<file path="config.mk">
export PLATFORM = sky130hd
export DESIGN_NAME = snd_clkgen
export DESIGN_NICKNAME = d
export VERILOG_FILES = /design/src/rtl/snd_clkgen.sv
export SDC_FILE = /design/constraint.sdc
export NUM_CORES = 1
export LEC_CHECK = 0
export ABC_AREA = 1
export BUFFER_PORTS_ARGS = -buffer_cell sky130_fd_sc_hd__buf_2
export CORE_MARGIN = 3
export CORE_UTILIZATION = 30
export DETAILED_ROUTE_END_ITERATION = 6
export HOLD_SLACK_MARGIN = 0.08
export PLACE_DENSITY_LB_ADDON = 0.3
export SETUP_SLACK_MARGIN = 0.4
export SLEW_MARGIN = 20
export SYNTH_ARGS = -nofsm -noshare
export SYNTH_HDL_FRONTEND = slang
export SYNTH_SLANG_ARGS = --single-unit
</file>
<file path="constraint.sdc">
create_clock -name CLK -period 6.8 [get_ports CLK]
set_input_delay 0.68 -clock CLK [delete_from_list [all_inputs] [get_ports CLK]]
set_output_delay 0.68 -clock CLK [all_outputs]
set_load 0.005 [all_outputs]
</file>
<file path="src/rtl/snd_clkgen.sv">
// snd_clkgen - audio clock generator for the sound path.
//
// Derives the codec master clock, bit clock and word clock from the fabric
// system clock with a fractional phase accumulator. Each accumulator carry
// advances a small frame counter (fc) whose bits are the audio clocks, so all
// three clocks stay phase-locked to each other. Rate changes and stops are
// only taken at a frame boundary, which keeps every clock glitch-free.
//
// Parameters:
//   ACC_W   - phase accumulator width
//   MCLK_FS - MCLK/fs ratio (power of 2, >= 4)
//   BCLK_FS - BCLK/fs ratio (power of 2, >= 2, MCLK_FS/BCLK_FS >= 2)
//   INC0..3 - accumulator increments for the four selectable rates;
//             INCn = round(2*MCLK_FS*fs/f_CLK * 2^ACC_W), each < 2^(ACC_W-1)
//
// Ports:
//   CLK        in   system clock, rising edge
//   RST        in   asynchronous active-high reset
//   EN         in   run request, sampled at frame boundaries while running
//   FS_SEL     in   requested rate index, sampled at frame boundaries
//   SND_MCLK   out  master clock (fc[0])
//   SND_BCLK   out  bit clock (fc[BT])
//   SND_LRCK   out  word clock, 0 = left, 1 = right (fc msb)
//   BCLK_FALL  out  one-CLK strobe in the cycle SND_BCLK falls
//   FRAME      out  one-CLK strobe in the cycle SND_LRCK falls
//   RUNNING    out  high while generating clocks
//   ACTIVE_SEL out  rate index currently being generated

module snd_clkgen #(
  parameter int               ACC_W   = 32,
  parameter int               MCLK_FS = 256,
  parameter int               BCLK_FS = 64,
  parameter logic [ACC_W-1:0] INC0    = ACC_W'(1055531163),
  parameter logic [ACC_W-1:0] INC1    = ACC_W'(969769256),
  parameter logic [ACC_W-1:0] INC2    = ACC_W'(703687442),
  parameter logic [ACC_W-1:0] INC3    = ACC_W'(2111062325)
) (
  input  logic       CLK,
  input  logic       RST,
  input  logic       EN,
  input  logic [1:0] FS_SEL,
  output logic       SND_MCLK,
  output logic       SND_BCLK,
  output logic       SND_LRCK,
  output logic       BCLK_FALL,
  output logic       FRAME,
  output logic       RUNNING,
  output logic [1:0] ACTIVE_SEL
);

  // fc counts MCLK half-periods across one frame; BT picks the BCLK tap.
  localparam int FC_W = $clog2(2 * MCLK_FS);
  localparam int BT   = $clog2(MCLK_FS / BCLK_FS);

  typedef enum logic {
    ST_IDLE = 1'b0,
    ST_RUN  = 1'b1
  } state_t;

  state_t             r_state;
  state_t             w_nextState;
  logic [ACC_W-1:0]   r_acc;
  logic [ACC_W-1:0]   r_inc;
  logic [FC_W-1:0]    r_fc;
  logic [1:0]         r_activeSel;
  logic               r_bclkFall;
  logic               r_frame;

  logic [ACC_W-1:0]   w_selInc;
  logic [ACC_W-1:0]   w_stepInc;
  logic [ACC_W:0]     w_sum;
  logic               w_carry;
  logic               w_rateChange;
  logic [ACC_W-1:0]   w_nextAcc;
  logic [ACC_W-1:0]   w_nextInc;
  logic [FC_W-1:0]    w_nextFc;
  logic [1:0]         w_nextSel;
  logic               w_nextBclkFall;
  logic               w_nextFrame;

  // Increment for the rate currently requested on FS_SEL.
  always_comb begin
    w_selInc = INC0;
    case (FS_SEL)
      2'd0:    w_selInc = INC0;
      2'd1:    w_selInc = INC1;
      2'd2:    w_selInc = INC2;
      default: w_selInc = INC3;
    endcase
  end

  // r_frame is high in the boundary cycle, so its closing edge is where a
  // pending rate change lands. The new increment is already used for that
  // edge's step, so the new frame runs entirely at the new rate. No carry can
  // occur on that step: acc is below the old increment right after a carry,
  // and both increments are below half the accumulator range.
  assign w_rateChange = r_frame && (FS_SEL != r_activeSel);
  assign w_stepInc    = w_rateChange ? w_selInc : r_inc;
  assign w_sum        = {1'b0, r_acc} + {1'b0, w_stepInc};
  assign w_carry      = w_sum[ACC_W];

  // Next-state and datapath update. A stop request at the boundary wins over
  // a rate change, so ACTIVE_SEL keeps the rate that was last generated.
  always_comb begin
    w_nextState    = r_state;
    w_nextAcc      = r_acc;
    w_nextInc      = r_inc;
    w_nextFc       = r_fc;
    w_nextSel      = r_activeSel;
    w_nextBclkFall = 1'b0;
    w_nextFrame    = 1'b0;
    case (r_state)
      ST_IDLE: begin
        w_nextAcc = '0;
        w_nextFc  = '0;
        if (EN) begin
          w_nextState = ST_RUN;
          w_nextSel   = FS_SEL;
          w_nextInc   = w_selInc;
        end
      end
      ST_RUN: begin
        if (r_frame && !EN) begin
          w_nextState = ST_IDLE;
          w_nextAcc   = '0;
          w_nextFc    = '0;
        end else begin
          w_nextAcc = w_sum[ACC_W-1:0];
          if (w_carry) begin
            w_nextFc = r_fc + FC_W'(1);
          end
          w_nextBclkFall = w_carry && (&r_fc[BT:0]);
          w_nextFrame    = w_carry && (&r_fc);
          if (w_rateChange) begin
            w_nextSel = FS_SEL;
            w_nextInc = w_selInc;
          end
        end
      end
      default: begin
        w_nextState = ST_IDLE;
      end
    endcase
  end

  // State register.
  always_ff @(posedge CLK or posedge RST) begin
    if (RST) begin
      r_state <= ST_IDLE;
    end else begin
      r_state <= w_nextState;
    end
  end

  // Accumulator, frame counter, rate selection and strobes. Reset clears fc
  // immediately, so the audio clocks drop even in the middle of a frame.
  always_ff @(posedge CLK or posedge RST) begin
    if (RST) begin
      r_acc       <= '0;
      r_inc       <= INC0;
      r_fc        <= '0;
      r_activeSel <= 2'd0;
      r_bclkFall  <= 1'b0;
      r_frame     <= 1'b0;
    end else begin
      r_acc       <= w_nextAcc;
      r_inc       <= w_nextInc;
      r_fc        <= w_nextFc;
      r_activeSel <= w_nextSel;
      r_bclkFall  <= w_nextBclkFall;
      r_frame     <= w_nextFrame;
    end
  end

  // Clock outputs are plain taps of the registered frame counter.
  assign SND_MCLK   = r_fc[0];
  assign SND_BCLK   = r_fc[BT];
  assign SND_LRCK   = r_fc[FC_W-1];
  assign BCLK_FALL  = r_bclkFall;
  assign FRAME      = r_frame;
  assign RUNNING    = (r_state == ST_RUN);
  assign ACTIVE_SEL = r_activeSel;

endmodule
</file>
==> impl_metrics.env, run 1 <==
export IMPL_run_status="completed"
export IMPL_hp_start="r_inc[29]$_DFFE_PP1P_"
export IMPL_muxShareOfSynthArea_pct=0
export IMPL_max_slew_margin_rel_pct=41.4
export IMPL_drive_gt1_share_pct=11.2
export IMPL_fin_tns_setup_ns=0
export IMPL_grt_pass1_vias=4560
export IMPL_clk_latency_ns=0.35
export IMPL_rows=48
export IMPL_clock_root_buffer="clkbuf_16"
export IMPL_vias=4880
export IMPL_drv_slew=0
export IMPL_seq_area_frac_synth_pct=36.4
export IMPL_coreArea_um2=17500
export IMPL_min_period_over_period_pct=61.8
export IMPL_criticalPathCategory="in -> reg"
export IMPL_intPower_w=0.00118
export IMPL_htreeDepth=3
export IMPL_pwr_share_clk_pct=22.5
export IMPL_grt_max_degree=79
export IMPL_synth_cells=764
export IMPL_combPwrFrac_pct=46.7
export IMPL_crit_arrival_ns=4.44
export IMPL_cts_sinks=78
export IMPL_clk_pin_slew_ns=0.06
export IMPL_crit_path_end_kind="flop"
export IMPL_place_congestion=0.860
export IMPL_drc=0
export IMPL_synth_seq_cells=78
export IMPL_yosys_warnings=0
export IMPL_finalSetupViolCount=0
export IMPL_first_pass_iters=5
export IMPL_busiest_layer="met2"
export IMPL_initial_utilization_pct=31.0
export IMPL_reg2regPathDepth=14
export IMPL_min_period_ns=4.20
export IMPL_p_sw_w=0.000912
export IMPL_grt_util_met3_pct=3.35
export IMPL_die_area_um2=19700
export IMPL_postSynthAreaPerCell_um2=7.10
export IMPL_synth_top_family_by_area="simple AND/OR/NAND/NOR gates"
export IMPL_sw_frac_of_total_pct=43.6
export IMPL_port_buffers=12
export IMPL_grt_overflow=0
export IMPL_seq_power_share_pct=30.8
export IMPL_routed_wl_mm=14.5
export IMPL_r2r_start="FRAME$_DFF_PP0_"
export IMPL_synth_area_um2=5420
export IMPL_p_per_area_nw_per_um2=348
export IMPL_preCtsSetupSlack_ns=2.21
export IMPL_hold_end="r_inc[29]$_DFFE_PP1P_"
export IMPL_cts_setup_buffers=0
export IMPL_grtUsageMet1_pct=21.2
export IMPL_final_hold_viol_count=0
export IMPL_nFillCells=1885
export IMPL_required_ns=7.04
export IMPL_wl_per_cell_um=14.4
export IMPL_nNetsFinal=822
export IMPL_synth_compound_area_share_pct=16.9
export IMPL_cts_buffers=9
export IMPL_yosys_area_share_adder_pct=9.83
export IMPL_p_leak_nw=3.19
export IMPL_die_h_um=140
export IMPL_skew_ns=0.00927
export IMPL_synth_cell_types=36
export IMPL_grt_pass1_wl_mm=23.7
export IMPL_grtUsageMet2_pct=23.2
export IMPL_hold_buffers=0
export IMPL_avgViaCountPerCell=4.86
export IMPL_cts_resized_gates=0
export IMPL_die_width_um=140
export IMPL_grt_total_usage_pct=15.1
export IMPL_maxCapViolations=0
export IMPL_dp_hpwl_mm=10.8
export IMPL_ant_nets=0
export IMPL_max_slew_worst_pin_slew_ns=0.879
export IMPL_dpl_cell_area_um2=5720
export IMPL_synth_nets=811
export IMPL_io_pins=13
export IMPL_hp_class="reg -> reg"
export IMPL_reg2reg_to="r_fc[0]$_DFFE_PP0P_"
export IMPL_totalPowerFinal_w=0.00209
export IMPL_setup_ws_ns=2.60
export IMPL_holdPathStages=2
export IMPL_drtIter0Drc=321
export IMPL_syn_to_final_growth_pct=10.7
export IMPL_clock_path_buffers=2
export IMPL_cts_tree="built"
export IMPL_grt_antenna_before_repair=0
export IMPL_synthXorXnorAreaFrac_pct=0
export IMPL_worstSetupStartpointType="input pin"
export IMPL_fin_util_pct=34.3
export IMPL_reg2reg_slack_ns=2.71
export IMPL_max_vdd_ir_drop_v=0.000143
export IMPL_yosys_area_share_simple_pct=28.2
export IMPL_stdcell_area_um2=6000
export IMPL_path_max_fanout=30
export IMPL_fmax_mhz=238
export IMPL_n_antenna_cell=0
export IMPL_rsz0062_at_grt="no"
[power by group through the flow]
stage | registers, W | clock network, W | logic [W]
3_5_place_dp | 0.000654 | 0 | 0.000968
4_1_cts | 0.000646 | 0.000486 | 0.000972
5_1_grt | 0.000658 | 0.000500 | 0.00112
6_report | 0.000644 | 0.000471 | 0.000976
2_1_floorplan | 0.000638 | 0 | 0.000775
3_3_place_gp | 0.000652 | 0 | 0.000964
[cells in the final DEF (no fill, tap or decap), types with 3 or more instances in the layout]
cell       count
ha_1          41
nand2_1      173
a21oi_1       78
clkbuf_16      9
o21bai_1       4
dfrtp_1       62
nand2_2       16
buf_2         12
nand3_1       40
o21ai_1        3
inv_1        103
nand3_2        3
a21oi_2       10
nor2_1        91
dfstp_2       16
clkinv_2       3
nand4_1        7
nor3_1        13
o21ai_0       63
[flip-flops by register name (all words and copies together) (netlist names)]
register,count
FRAME,1
r_acc,32
RUNNING,1
r_fc,9
r_inc,32
BCLK_FALL,1
ACTIVE_SEL,2
[metrics by stage]
step	cells	hold WS (ns)
3_3_place_gp	989	0.456
3_5_place_dp	989	0.458
6_report	1005	0.471
5_1_grt	1005	0.505
4_1_cts	1005	0.469
2_1_floorplan	764	0.444
[layer usage]
layer	vias to the layer above	wire length, um
li1	2509	-
met4	0	227
met2	82	6330
met5	-	0
met3	15	589
met1	2274	7340
[how the worst max path moves through the flow]
stage	slack [ns]	start	to	cells past startpoint
after floorplan	3.35	FS_SEL[0]	r_fc[3]$_DFFE_PP0P_	26
after global placement	2.33	FS_SEL[0]	r_fc[0]$_DFFE_PP0P_	19
after detailed placement	2.21	FS_SEL[0]	r_fc[0]$_DFFE_PP0P_	19
after CTS	2.59	FS_SEL[0]	r_fc[0]$_DFFE_PP0P_	19
after global routing	2.14	FS_SEL[0]	r_fc[0]$_DFFE_PP0P_	19
final	2.60	FS_SEL[0]	r_fc[0]$_DFFE_PP0P_	19
[worst max-delay path, cell delays in order]
cell and delay (ns):
buf_2 0.16, inv_1 0.12, nand2_1 0.08, nand2_1 0.05, nand2_1 0.06, nand2_2 0.28, inv_1 0.67, nand2_1 0.19
o21ai_0 0.14, inv_1 0.10, ha_1 0.35, a21oi_1 0.20, o21ai_0 0.14, a21oi_1 0.26, nor2_1 0.08, a211oi_2 0.39
nand2_4 0.23, o21ai_0 0.19, nor2_1 0.06
[Yosys cell counts]
cell type / instances / area, um^2
dfstp_2: 16 / 420
and3_1: 2 / 12.5
o21bai_1: 4 / 30.0
o21ai_0: 63 / 315
fa_1: 1 / 20.0
a31oi_1: 2 / 12.5
nand4_1: 7 / 43.8
nor2_2: 1 / 6.26
nand2_4: 2 / 22.5
nand3_2: 3 / 30.0
o21ai_1: 4 / 20.0
o21a_1: 1 / 7.51
buf_1: 3 / 11.3
clkbuf_1: 10 / 37.5
nor3_1: 13 / 65.1
buf_8: 1 / 15.0
nand2_2: 16 / 100
nand3b_1: 2 / 15.0
a211oi_2: 1 / 12.5
dfrtp_1: 62 / 1550
inv_1: 104 / 390
a21o_1: 1 / 7.51
a21oi_1: 79 / 395
a21boi_0: 2 / 15.0
inv_2: 2 / 7.51
nor2_1: 91 / 342
a21boi_1: 1 / 7.51
a211oi_1: 2 / 15.0
nand3_4: 1 / 17.5
nand2_1: 173 / 649
or2_2: 2 / 12.5
nand4_2: 1 / 12.5
nand3_1: 40 / 200
ha_1: 41 / 513
buf_6: 1 / 11.3
a21oi_2: 9 / 78.8
[kinds of logic (layout without fill, tap and decap cells)]
logic type,after synthesis,in the layout
fa+ha+maj,42,42
flops,78,78
buf+inv,121,137
compound gates,169,169
simple gates,354,354
[final cells by class]
cell class                 instances  area (um^2)  share of cell area (%)
inverter                         106          399                    6.65
timing repair buffer              15         86.3                    1.44
sequential                        78         1970                    32.9
tap                              225          282                    4.69
clock inverter                     5         33.8                   0.563
clock buffer                      11          243                    4.04
multi-input combinational        565         2990                    49.8
(Power assumes the default switching activity.)
==> run 2, diff against run 1 <==
==> constraint.sdc (replaced) <==
create_clock -name CLK -period 4.1 [get_ports CLK]
set_input_delay 0.41 -clock CLK [delete_from_list [all_inputs] [get_ports CLK]]
set_output_delay 0.41 -clock CLK [all_outputs]
set_load 0.005 [all_outputs]
==> run 2 against run 1 <==
Final area grew 1.2%. Clock power grew 78%. Worst hold slack lost 0.23 ns. Critical path depth shrank 5. Total power grew 69%. Sequential power grew 66%. Worst setup slack lost 1.9 ns. Register-to-register slack lost 2.0 ns. Critical path type is now reg -> reg.
==> impl_metrics.env, run 2 (synthesis gave the netlist of run 1 again) <==
export IMPL_routed_wl_mm=14.4
export IMPL_drtIter0Drc=274
export IMPL_busiest_layer="met2"
export IMPL_maxCapViolations=0
export IMPL_grt_max_degree=52
export IMPL_preCtsSetupSlack_ns=0.408
export IMPL_cts_sinks=78
export IMPL_first_pass_iters=5
export IMPL_grt_pass1_wl_mm=24.2
export IMPL_rsz0062_at_grt="no"
export IMPL_reg2reg_slack_ns=0.71
export IMPL_drive_gt1_share_pct=11.6
export IMPL_die_width_um=140
export IMPL_clk_latency_ns=0.35
export IMPL_hold_slack_ns=0.244
export IMPL_grtUsageMet1_pct=21.8
export IMPL_layout_common_cells="173 x nand2_1, 102 x inv_1, 91 x nor2_1"
export IMPL_cp_startpoint="FRAME$_DFF_PP0_"
export IMPL_grt_total_usage_pct=15.5
export IMPL_reg_top3="r_acc (32), r_inc (32), r_fc (9)"
export IMPL_nFillCells=1846
export IMPL_ant_nets=0
export IMPL_final_hold_viol_count=0
export IMPL_hp_class="in -> async"
export IMPL_setup_ws_ns=0.706
export IMPL_path_cells="nand2_2, buf_4, or2_2, o21ai_0, inv_1, ha_1, a21oi_1, o21ai_1, a21oi_1, nor2_1, a211oi_2, nand2_4, o21ai_0, nor2_1"
export IMPL_cts_buffers=9
export IMPL_min_period_ns=3.39
export IMPL_die_area_um2=19700
export IMPL_crit_path_end_kind="flop"
export IMPL_htreeDepth=3
export IMPL_crit_family="compound AO/OA/AOI/OAI gates"
export IMPL_fmax_mhz=295
export IMPL_max_slew_worst_pin_slew_ns=0.953
export IMPL_skew_ns=0.00879
export IMPL_clk_pin_slew_ns=0.06
export IMPL_crit_buf_inv=2
export IMPL_dp_hpwl_mm=10.9
export IMPL_hold_buffers=0
export IMPL_stdcell_area_um2=6070
export IMPL_drc=0
export IMPL_max_vdd_ir_drop_v=0.000278
export IMPL_cts_tree="built"
export IMPL_wl_per_cell_um=14.3
export IMPL_io_pins=13
export IMPL_avgViaCountPerCell=4.80
export IMPL_p_per_area_nw_per_um2=580
export IMPL_place_congestion=0.935
export IMPL_slowest_stage="dfrtp_1"
export IMPL_grtUsageMet2_pct=24.3
export IMPL_port_buffers=12
export IMPL_crit_arrival_ns=3.63
export IMPL_grt_overflow=0
export IMPL_rows=48
export IMPL_grt_util_met3_pct=3.86
export IMPL_r2r_start="FRAME$_DFF_PP0_"
export IMPL_syn_to_final_growth_pct=12.0
export IMPL_min_period_over_period_pct=82.8
export IMPL_finalSetupViolCount=0
export IMPL_grt_antenna_before_repair=0
export IMPL_dpl_cell_area_um2=5740
export IMPL_required_ns=4.34
export IMPL_n_antenna_cell=0
export IMPL_clock_root_buffer="clkbuf_16"
export IMPL_path_max_fanout=19
export IMPL_max_slew_margin_rel_pct=36.4
export IMPL_layout_commonest_cell="nand2_1"
export IMPL_criticalPathCategory="reg -> reg"
export IMPL_worstSetupStartpointType="flop"
export IMPL_die_h_um=140
export IMPL_drv_slew=0
export IMPL_clock_path_buffers=2
export IMPL_grt_pass1_vias=4633
export IMPL_max_stage_delay_ns=0.56
export IMPL_fin_tns_setup_ns=0
export IMPL_vias=4839
export IMPL_p_leak_nw=3.21
export IMPL_nNetsFinal=826
export IMPL_coreArea_um2=17500
export IMPL_initial_utilization_pct=31.0
export IMPL_run_status="completed"
-- run 2: area by class of cell --
cell class	instances	area (um^2)	area share (%)
Inverter	106	403	6.63
Clock inverter	3	45.0	0.742
Timing Repair Buffer	19	125	2.06
Sequential cell	78	1970	32.5
Clock buffer	13	260	4.29
Tap cell	225	282	4.64
Multi-Input combinational cell	565	2990	49.2
-- run 2: worst register-to-register path, delay by kind of cell, from the launching register on --
| kind | cells | cell delay (ns) |
|---|---|---|
| compound gates | 6 | 1.23 |
| fa+ha+maj | 1 | 0.35 |
| buf+inv | 2 | 0.32 |
| flops | 1 | 0.56 |
| simple gates | 5 | 0.84 |
-- run 2: final timing paths --
check / cells past startpoint / end
min in group CLK: 3 / ACTIVE_SEL[0]$_DFFE_PP0P_
hold reg to reg: 2 / r_inc[27]$_DFFE_PP1P_
max in group asynchronous: 3 / r_inc[22]$_DFFE_PP1P_
hold / removal: 2 / r_acc[4]$_DFF_PP0_
setup / recovery: 14 / r_fc[0]$_DFFE_PP0P_
setup reg to reg: 14 / r_fc[0]$_DFFE_PP0P_
-- run 2: timing repair --
action / in CTS / in global routing
gates resized for setup: 0 / 1
setup buffers: 0 / 1
setup endpoints to repair: 0 / 12
hold endpoints to repair: 0 / 0
-- run 2: where the power goes --
group / total [W] / switching (W) / internal (W)
registers: 0.00107 / 0.000100 / 0.000968
clock network: 0.000838 / 0.000332 / 0.000505
logic: 0.00162 / 0.00106 / 0.000560
total: 0.00352 / 0.00149 / 0.00203
-- run 2: routing by layer --
layer	routed length, um	vias to the layer above
li1	-	2506
met1	7170	2224
met2	6520	103
met3	664	6
met4	87	0
met5	0	-
-- run 2: per-stage QoR --
stage / cells / util [%] / power [W]
after CTS: 1008 / 34.6 / 0.00355
after global placement: 992 / 32.9 / 0.00268
after global routing: 1009 / 34.8 / 0.00385
after detailed placement: 992 / 32.9 / 0.00269
final: 1009 / 34.8 / 0.00352
after floorplan: 764 / - / 0.00234
